===== config.mk =====
export PLATFORM = sky130hd
export DESIGN_NAME = vga_timing_gen
export DESIGN_NICKNAME = d
export VERILOG_FILES = /design/src/rtl/vga_timing_gen.sv
export SDC_FILE = /design/constraint.sdc
export NUM_CORES = 1
export LEC_CHECK = 0
export BUFFER_PORTS_ARGS = -buffer_cell sky130_fd_sc_hd__buf_2
export CAP_MARGIN = 0
export CORE_MARGIN = 10
export CORE_UTILIZATION = 50
export CTS_BUF_LIST = sky130_fd_sc_hd__clkbuf_8
export CTS_CLUSTER_DIAMETER = 200
export CTS_CLUSTER_SIZE = 25
export DETAILED_ROUTE_END_ITERATION = 8
export GPL_TIMING_DRIVEN = 1
export PLACE_DENSITY_LB_ADDON = 0.25
export SLEW_MARGIN = 25
export SYNTH_ARGS = -nofsm -noshare
export SYNTH_HDL_FRONTEND = slang
export SYNTH_SLANG_ARGS = --single-unit

===== constraint.sdc =====
create_clock -name clk -period 2.45 [get_ports clk]
set_input_delay 0.1225 -clock clk [delete_from_list [all_inputs] [get_ports clk]]
set_output_delay 0.1225 -clock clk [all_outputs]
set_load 0.01 [all_outputs]

===== src/rtl/vga_timing_gen.sv =====
// VGA raster timing generator: split x/y pixel counters, registered syncs,
// combinational blanking, line/frame strobes and a wrapping frame counter.
module vga_timing_gen #(
    parameter int   H_ACTIVE  = 1024,
    parameter int   H_FP      = 48,
    parameter int   H_SYNC    = 104,
    parameter int   H_BP      = 152,
    parameter int   V_ACTIVE  = 768,
    parameter int   V_FP      = 3,
    parameter int   V_SYNC    = 4,
    parameter int   V_BP      = 23,
    parameter logic HSYNC_POL = 1'b0,
    parameter logic VSYNC_POL = 1'b1,
    parameter int   XLO_W     = 5,
    parameter int   XHI_W     = 6,
    parameter int   YLO_W     = 6,
    parameter int   YHI_W     = 4,
    parameter int   FC_W      = 8
) (
    input  logic             clk,
    input  logic             rst_n,
    input  logic             ce,
    output logic [XHI_W-1:0] x_hi,
    output logic [XLO_W-1:0] x_lo,
    output logic [YHI_W-1:0] y_hi,
    output logic [YLO_W-1:0] y_lo,
    output logic             hsync,
    output logic             vsync,
    output logic             blank,
    output logic             line_pulse,
    output logic             frame_pulse,
    output logic [FC_W-1:0]  frame_cnt
);

    localparam int H_TOTAL  = H_ACTIVE + H_FP + H_SYNC + H_BP;
    localparam int V_TOTAL  = V_ACTIVE + V_FP + V_SYNC + V_BP;
    localparam int XW       = XHI_W + XLO_W;
    localparam int YW       = YHI_W + YLO_W;
    localparam int HS_START = H_ACTIVE + H_FP;
    localparam int HS_END   = H_ACTIVE + H_FP + H_SYNC;
    localparam int VS_START = V_ACTIVE + V_FP;
    localparam int VS_END   = V_ACTIVE + V_FP + V_SYNC;

    // A raster that does not fit the counters must stop elaboration.
    if (H_TOTAL > 2**XW) begin : g_h_too_big
        $error("vga_timing_gen: H_TOTAL exceeds 2**(XHI_W+XLO_W)");
    end
    if (V_TOTAL > 2**YW) begin : g_v_too_big
        $error("vga_timing_gen: V_TOTAL exceeds 2**(YHI_W+YLO_W)");
    end

    localparam logic [XW-1:0] X_LAST = XW'(H_TOTAL - 1);
    localparam logic [YW-1:0] Y_LAST = YW'(V_TOTAL - 1);

    logic [XW-1:0] x;
    logic [YW-1:0] y;
    logic          x_wrap;
    logic          y_wrap;
    logic          h_in_sync;
    logic          v_in_sync;
    logic          h_blank;
    logic          v_blank;

    assign x_wrap    = (x == X_LAST);
    assign y_wrap    = (y == Y_LAST);
    assign h_in_sync = (int'(x) >= HS_START) && (int'(x) < HS_END);
    assign v_in_sync = (int'(y) >= VS_START) && (int'(y) < VS_END);

    // Power-of-two active sizes collapse the blank compare to an OR of high bits.
    if (H_ACTIVE >= 2**XW) begin : g_hb_never
        assign h_blank = 1'b0;
    end else if (H_ACTIVE > 0 && (H_ACTIVE & (H_ACTIVE - 1)) == 0) begin : g_hb_pow2
        localparam int HB_BIT = $clog2(H_ACTIVE);
        assign h_blank = |x[XW-1:HB_BIT];
    end else begin : g_hb_cmp
        assign h_blank = (int'(x) >= H_ACTIVE);
    end

    if (V_ACTIVE >= 2**YW) begin : g_vb_never
        assign v_blank = 1'b0;
    end else if (V_ACTIVE > 0 && (V_ACTIVE & (V_ACTIVE - 1)) == 0) begin : g_vb_pow2
        localparam int VB_BIT = $clog2(V_ACTIVE);
        assign v_blank = |y[YW-1:VB_BIT];
    end else begin : g_vb_cmp
        assign v_blank = (int'(y) >= V_ACTIVE);
    end

    assign blank = h_blank | v_blank;

    always_ff @(posedge clk) begin
        if (!rst_n) begin
            x           <= '0;
            y           <= '0;
            frame_cnt   <= '0;
            line_pulse  <= 1'b0;
            frame_pulse <= 1'b0;
            hsync       <= ~HSYNC_POL;
            vsync       <= ~VSYNC_POL;
        end else begin
            line_pulse  <= ce & x_wrap;
            frame_pulse <= ce & x_wrap & y_wrap;
            if (ce) begin
                // Syncs decode the pre-advance position, so they trail by one pixel.
                hsync <= h_in_sync ? HSYNC_POL : ~HSYNC_POL;
                vsync <= v_in_sync ? VSYNC_POL : ~VSYNC_POL;
                if (x_wrap) begin
                    x <= '0;
                    if (y_wrap) begin
                        y         <= '0;
                        frame_cnt <= frame_cnt + 1'b1;
                    end else begin
                        y <= y + 1'b1;
                    end
                end else begin
                    x <= x + 1'b1;
                end
            end
        end
    end

    assign x_lo = x[XLO_W-1:0];
    assign x_hi = x[XW-1:XLO_W];
    assign y_lo = y[YLO_W-1:0];
    assign y_hi = y[YW-1:YLO_W];

endmodule


==> results of run 1 <==
[worst max path at each step]
| stage | start | endpoint | slack [ps] | cells past startpoint |
|---|---|---|---|---|
| after detailed placement | y[1] | frame_cnt[3] | 290 | 6 |
| final | y[1] | frame_cnt[3] | 260 | 6 |
| after floorplan | y[0] | frame_cnt[7] | 460 | 7 |
| after global routing | y[6] | frame_cnt[4] | 140 | 4 |
| after CTS | y[1] | frame_cnt[3] | 270 | 6 |
| after global placement | y[1] | frame_cnt[3] | 370 | 6 |
[placed cells by master (no fill, tap or decap), types with 2 or more instances in the layout]
master and instances:
a21oi_1 14, and3_1 2, and4_1 4, buf_2 36, buf_4 3, clkbuf_8 5
dfxtp_1 33, ha_1 5, inv_1 11, mux2i_1 4, nand2_1 10, nand2b_1 3
nand3_1 11, nand4_1 5, nand4bb_1 2, nor2_1 18, nor3_1 2, nor4_1 3
nor4_2 2, o21ai_0 3, o31ai_1 9, or3_1 2, or3b_1 2, or4_1 10
xnor2_1 7, xor2_1 8
[cell type report]
cell class / instances / share of cell area
Sequential cell: 33 / 0.344
Timing Repair Buffer: 39 / 0.106
Clock buffer: 5 / 0.0359
Clock inverter: 3 / 0.00587
Inverter: 9 / 0.0176
Tap cell: 44 / 0.0287
Multi-Input combinational cell: 133 / 0.462
[power by group through the flow]
stage | logic [mW] | registers [mW] | clock network (mW)
6_report | 0.0303 | 0.545 | 0.385
5_1_grt | 0.0347 | 0.545 | 0.421
4_1_cts | 0.0308 | 0.545 | 0.395
3_5_place_dp | 0.0308 | 0.557 | 0
3_3_place_gp | 0.0287 | 0.556 | 0
2_1_floorplan | 0.0204 | 0.558 | 0
[worst register-to-register path, stage by stage, from the launching register on]
cell and delay (ps):
dfxtp_1 350, inv_1 70, ha_1 130, inv_1 30, or4_1 780, or4_1 600
a21oi_1 170
[kinds of logic (layout without fill, tap and decap cells)]
group / count (synthesis) / in the layout / synth area share
AOI/OAI and AO/OA: 29 / 29 / 0.108
xor gates and xnor gates: 15 / 15 / 0.0802
adders and majority gates: 5 / 5 / 0.0382
buffers and inverters: 19 / 56 / 0.0557
DFF: 33 / 33 / 0.403
muxes: 4 / 4 / 0.0244
and+or+nand+nor: 80 / 80 / 0.290
[through the flow]
| step | setup WS (ps) | instance area [um^2] |
|---|---|---|
| after floorplan | 455 | 1640 |
| after global routing | 142 | 1920 |
| after detailed placement | 291 | 1840 |
| after CTS | 275 | 1920 |
| after global placement | 367 | 1840 |
| final | 255 | 1920 |
[routing by layer]
layer  part of all wire  vias to the layer above  wire length [um]
li1                   -                      738                 -
met4              0.013                        0                50
met5                  0                        -                 0
met2               0.48                       39              1890
met1               0.45                      724              1790
met3              0.054                        6               213
[flip-flops by register name (all words and copies together), names as in the netlist]
signal,flops
hsync,1
frame_pulse,1
x,11
line_pulse,1
y,10
frame_cnt,8
vsync,1
==> flow_metrics.tcl, run 1 <==
set metrics [dict create \
    synth_edf_count 0 \
    hold_viol_final 0 \
    ys_types 35 \
    cts_buffers 5 \
    drc 0 \
    whs_ps 121 \
    hp-start "rst_n" \
    synth_top_area_frac 0.403 \
    fin_skew_ps 6.90 \
    multiInputGateArea_um2 887 \
    crit_type "flip-flop to flip-flop" \
    p_leak_nw 0.781 \
    grt.total_usage 0.136 \
    setup_viol 0 \
    power_uw 960 \
    rrSetupSlack_ps 260 \
    worst_path_largest_cell_delay_ps 780 \
    top_usage_layer "met2" \
    power_frac_clock 0.401 \
    grt_antenna_before_repair 0 \
    core_um2 3100 \
    mappedNetlistNets 193 \
    die_w_um 77.3 \
    nNetsFinal 229 \
    worst_r2r_path_depth 6 \
    die_y_um 77.3 \
    h-tree-depth 2 \
    ioPinCount 37 \
    die_area_um2 5970 \
    grt_max_degree 19 \
    numPortBuffers 36 \
    final_util 0.619 \
    synth_top_flop_cell "dfxtp_1" \
    grt_pass1_wl_um 6820 \
    power.internal_uw 739 \
    fmax_mhz 456 \
    fin_tns_setup_ps 0 \
    synthTopCellsByCount "33 x dfxtp_1, 18 x nor2_1, 14 x a21oi_1" \
    rows 20 \
    grt_overflow 0 \
    rsz0062_at_grt "false" \
    placed_cells 258 \
    synthArstFlopShare 0 \
    nFillCells 303 \
    final_antenna_net_count 0 \
    seq_area_um2 661 \
    synth-seq-cells 33 \
    use_met1 0.159 \
    worst-path-buf-inv 2 \
    end_kind "flip-flop" \
    synth_area_um2 1640 \
    powerDensity_nw_per_um2 500 \
    cts.sinks 33 \
    syn2layout_area_growth_pct 17.1 \
    comb_power_share 0.032 \
    post-cts-setup-buffers 0 \
    viasPerCell 5.67 \
    drt_first_pass_iters 4 \
    hold_buffers 0 \
    finalWeightedCongestion 0.802 \
    ctsResizeCount 0 \
    crit_fanout 17 \
    crit_chain "inv_1, ha_1, inv_1, or4_1, or4_1, a21oi_1" \
    yosysMostFrequentCell "dfxtp_1" \
    required_ps 2660 \
    cts_tree "built" \
    report.final.slew_viol_count 0 \
    use_met2 0.221 \
    drt-total-wl_um 3950 \
    initial_core_util 0.528 \
    cpMaxStageDelayCell "or4_1" \
    cp-start-kind "flip-flop" \
    relSlewSlack 0.650 \
    cp.arrival_ps 2410 \
    min_to "hsync" \
    vdd_drop_max_uv 330 \
    wl_per_cell_um 14.8 \
    holdPathStages 2 \
    clockBufferDepth 2 \
    clk_pin_slew_ps 70 \
    clockRootBuffer "clkbuf_8" \
    worst_pin_slew_ps 525 \
    r2r-start "y[1]" \
    switching_share 0.230 \
    grt_pass1_vias 1485 \
    postSynthCellCount 185 \
    synth.avg_cell_area_um2 8.86 \
    yosysWarnings 0 \
    drive_gt1_frac 0.216 \
    status "finished clean" \
    vias 1507 \
    fin_cells 266 \
    met3_usage 0.0513 \
    p_switching_uw 221 \
    period_minus_slack_ps 2190 \
    clock_latency_ps 290 \
    diodes 0 \
    p_seq_frac 0.568 \
    maxCapViolCount 0 \
    ys_seq_area_frac 0.403 \
    synth_top_area_cell "dfxtp_1" \
    period_share 0.896 \
    reg2reg_to "frame_cnt[3]" \
    dr.first_iter.drc_count 71 \
    worst_hold_path_type "primary input to flip-flop" \
    place_hpwl_um 2880 \
    ys_top_cells_by_area "dfxtp_1 40%, or4_1 4.6%, a21oi_1 4.3%" \
    cp_top_family "simple AND/OR/NAND/NOR gates" \
]
Power figures use the tool's default switching activity.
==> inputs of run 2 (changes only) <==
Settings changed: ABC_AREA set to 1, GPL_ROUTABILITY_DRIVEN set to 0.
==> run 2 against run 1 <==
  * Synthesized cell count up 35%
  * Sequential share of layout area down 2.8 points
  * Die area up 4.1%
  * Critical path type unchanged
  * Critical endpoint is now x[10]
  * Highest routed layer unchanged
==> flow_metrics.tcl, run 2 <==
set metrics [dict create \
    status "finished clean" \
    drt-total-wl_um 3900 \
    synth-seq-cells 33 \
    crit_type "flip-flop to flip-flop" \
    report.final.slew_viol_count 0 \
    required_ps 2610 \
    ys_top_cells_by_area "dfxtp_1 38%, nand2_1 13%, nor2_1 7.6%" \
    die_area_um2 6210 \
    cp-start-kind "flip-flop" \
    place_hpwl_um 3050 \
    vdd_drop_max_uv 538 \
    wl_per_cell_um 11.5 \
    dpl_cell_area_um2 1960 \
    maxCapViolCount 0 \
    hold_buffers 0 \
    clk_pin_slew_ps 70 \
    largest_register_ffs 11 \
    fin_skew_ps 4.86 \
    post-cts-setup-buffers 0 \
    drive_gt1_frac 0.233 \
    viasPerCell 4.91 \
    cp_top_family "simple AND/OR/NAND/NOR gates" \
    grt_antenna_before_repair 0 \
    p_leak_nw 1.01 \
    die_y_um 78.8 \
    final_antenna_net_count 0 \
    synth_edf_count 0 \
    nNetsFinal 299 \
    reg.largest.list "x (11), y (10), frame_cnt (8)" \
    yosysMostFrequentCell "nand2_1" \
    drc 0 \
    synth_top_flop_cell "dfxtp_1" \
    final_common_cell "nand2_1" \
    grt.total_usage 0.132 \
    fin_tns_setup_ps 0 \
    ys_seq_area_frac 0.382 \
    fmax_mhz 630 \
    initial_core_util 0.519 \
    synth_top_area_cell "dfxtp_1" \
    ioPinCount 37 \
    stdcell_area_um2 2090 \
    hold_viol_final 0 \
    grt_pass1_wl_um 6720 \
    rows 21 \
    ys_types 26 \
    powerDensity_nw_per_um2 567 \
    clock_latency_ps 280 \
    cp.arrival_ps 1750 \
    synthTopCellsByCount "59 x nand2_1, 35 x nor2_1, 34 x inv_1" \
    seq_area_um2 661 \
    worst_pin_slew_ps 306 \
    numPortBuffers 36 \
    cts_tree "built" \
    cpMaxStageDelayCell "dfxtp_1" \
    syn2layout_area_growth_pct 20.8 \
    worst_hold_path_type "primary input to flip-flop" \
    end_kind "flip-flop" \
    grt_overflow 0 \
    clockRootBuffer "clkbuf_8" \
    ctsResizeCount 0 \
    dr.first_iter.drc_count 104 \
    relSlewSlack 0.795 \
    grt_max_degree 12 \
    top_register "x" \
    worst_path_largest_cell_delay_ps 390 \
    period_minus_slack_ps 1590 \
    rsz0062_at_grt "false" \
    period_share 0.648 \
    postSynthCellCount 250 \
    cts_buffers 5 \
    nFillCells 321 \
    synth_area_um2 1730 \
    grt_pass1_vias 1511 \
    mappedNetlistNets 258 \
    setup_ws_ps 863 \
    multiInputGateArea_um2 900 \
    synthArstFlopShare 0 \
    drt_first_pass_iters 5 \
    place_ws_ps 913 \
    synth_top_area_frac 0.382 \
    worst-path-buf-inv 0 \
    core_um2 3340 \
    setup_viol 0 \
    yosysWarnings 0 \
    vias 1661 \
    final_cell_mix "59 x nand2_1, 36 x buf_2, 35 x nor2_1" \
    die_w_um 78.8 \
    clockBufferDepth 2 \
    crit_fanout 5 \
    diodes 0 \
    h-tree-depth 2 \
    synth.avg_cell_area_um2 6.92 \
    crit_chain "ha_1, nand3_1, nor2_1, nand3_1, nor2_1, nand2_1, nand2_1, a21oi_1" \
    cts.sinks 33 \
]
-- run 2: cell types whose count changed in the layout (fill, tap and decap cells not counted), moves of 7 or more --
| cell | delta |
|---|---|
| nor2_1 | +17 |
| inv_2 | +8 |
| nor3_1 | +7 |
| xnor2_1 | -7 |
| inv_1 | +23 |
| or4_1 | -10 |
| nand2_1 | +49 |
| o31ai_1 | -9 |
-- run 2: path summary, 6_finish.rpt --
check	from	end	slack, ps	cells after the start
worst max-delay path	x[0]	x[10]	860	8
worst min-delay path	ce	vsync	140	2
worst max register to register	x[0]	x[10]	860	8
worst min register to register	frame_cnt[0]	frame_cnt[0]	510	2
-- run 2: power by group --
group | total, mW | internal [mW] | switching, mW | leakage [nW]
sequential | 0.545 | 0.541 | 0.00417 | 0.267
clock | 0.603 | 0.404 | 0.199 | 0.0681
combinational | 0.0355 | 0.0117 | 0.0239 | 0.672
-- run 2: routing by layer --
layer  up-vias  track usage  wire (um)
li1        866            -          -
met3         4       0.0664        307
met5         -            0          0
met2        51        0.206       1800
met4         0       0.0430         40
met1       740        0.153       1760
-- run 2: worst register-to-register path, stage by stage (launching register included) --
cell and delay [ps]:
dfxtp_1 390, ha_1 220, nand3_1 130, nor2_1 200, nand3_1 120, nor2_1 200, nand2_1 80, nand2_1 70
a21oi_1 60
-- run 2: logic make-up after synthesis --
logic type / after synthesis / share of synthesized area
simple gates: 140 / 0.387
xor+xnor: 3 / 0.0152
compound gates: 25 / 0.0817
flops: 33 / 0.382
buf+inv: 44 / 0.0983
fa+ha+maj: 5 / 0.0362
-- run 2: area by class of cell --
type,instances,area share
Multi-Input combinational cell,173,0.431
Timing Repair Buffer,36,0.0862
Inverter,42,0.0754
Sequential cell,33,0.316
Clock buffer,5,0.0329
Tap cell,46,0.0275
Clock inverter,3,0.0311
-- run 2: per-stage QoR --
| stage | instances | util | total power, mW | hold WS [ps] |
|---|---|---|---|---|
| global placement | 330 | 0.586 | 0.592 | 428 |
| finish | 338 | 0.626 | 1.18 | 136 |
| floorplan | 250 | - | 0.582 | 327 |
| global route | 338 | 0.626 | 1.23 | 157 |
| detailed placement | 330 | 0.586 | 0.593 | 430 |
| CTS | 338 | 0.626 | 1.20 | 128 |
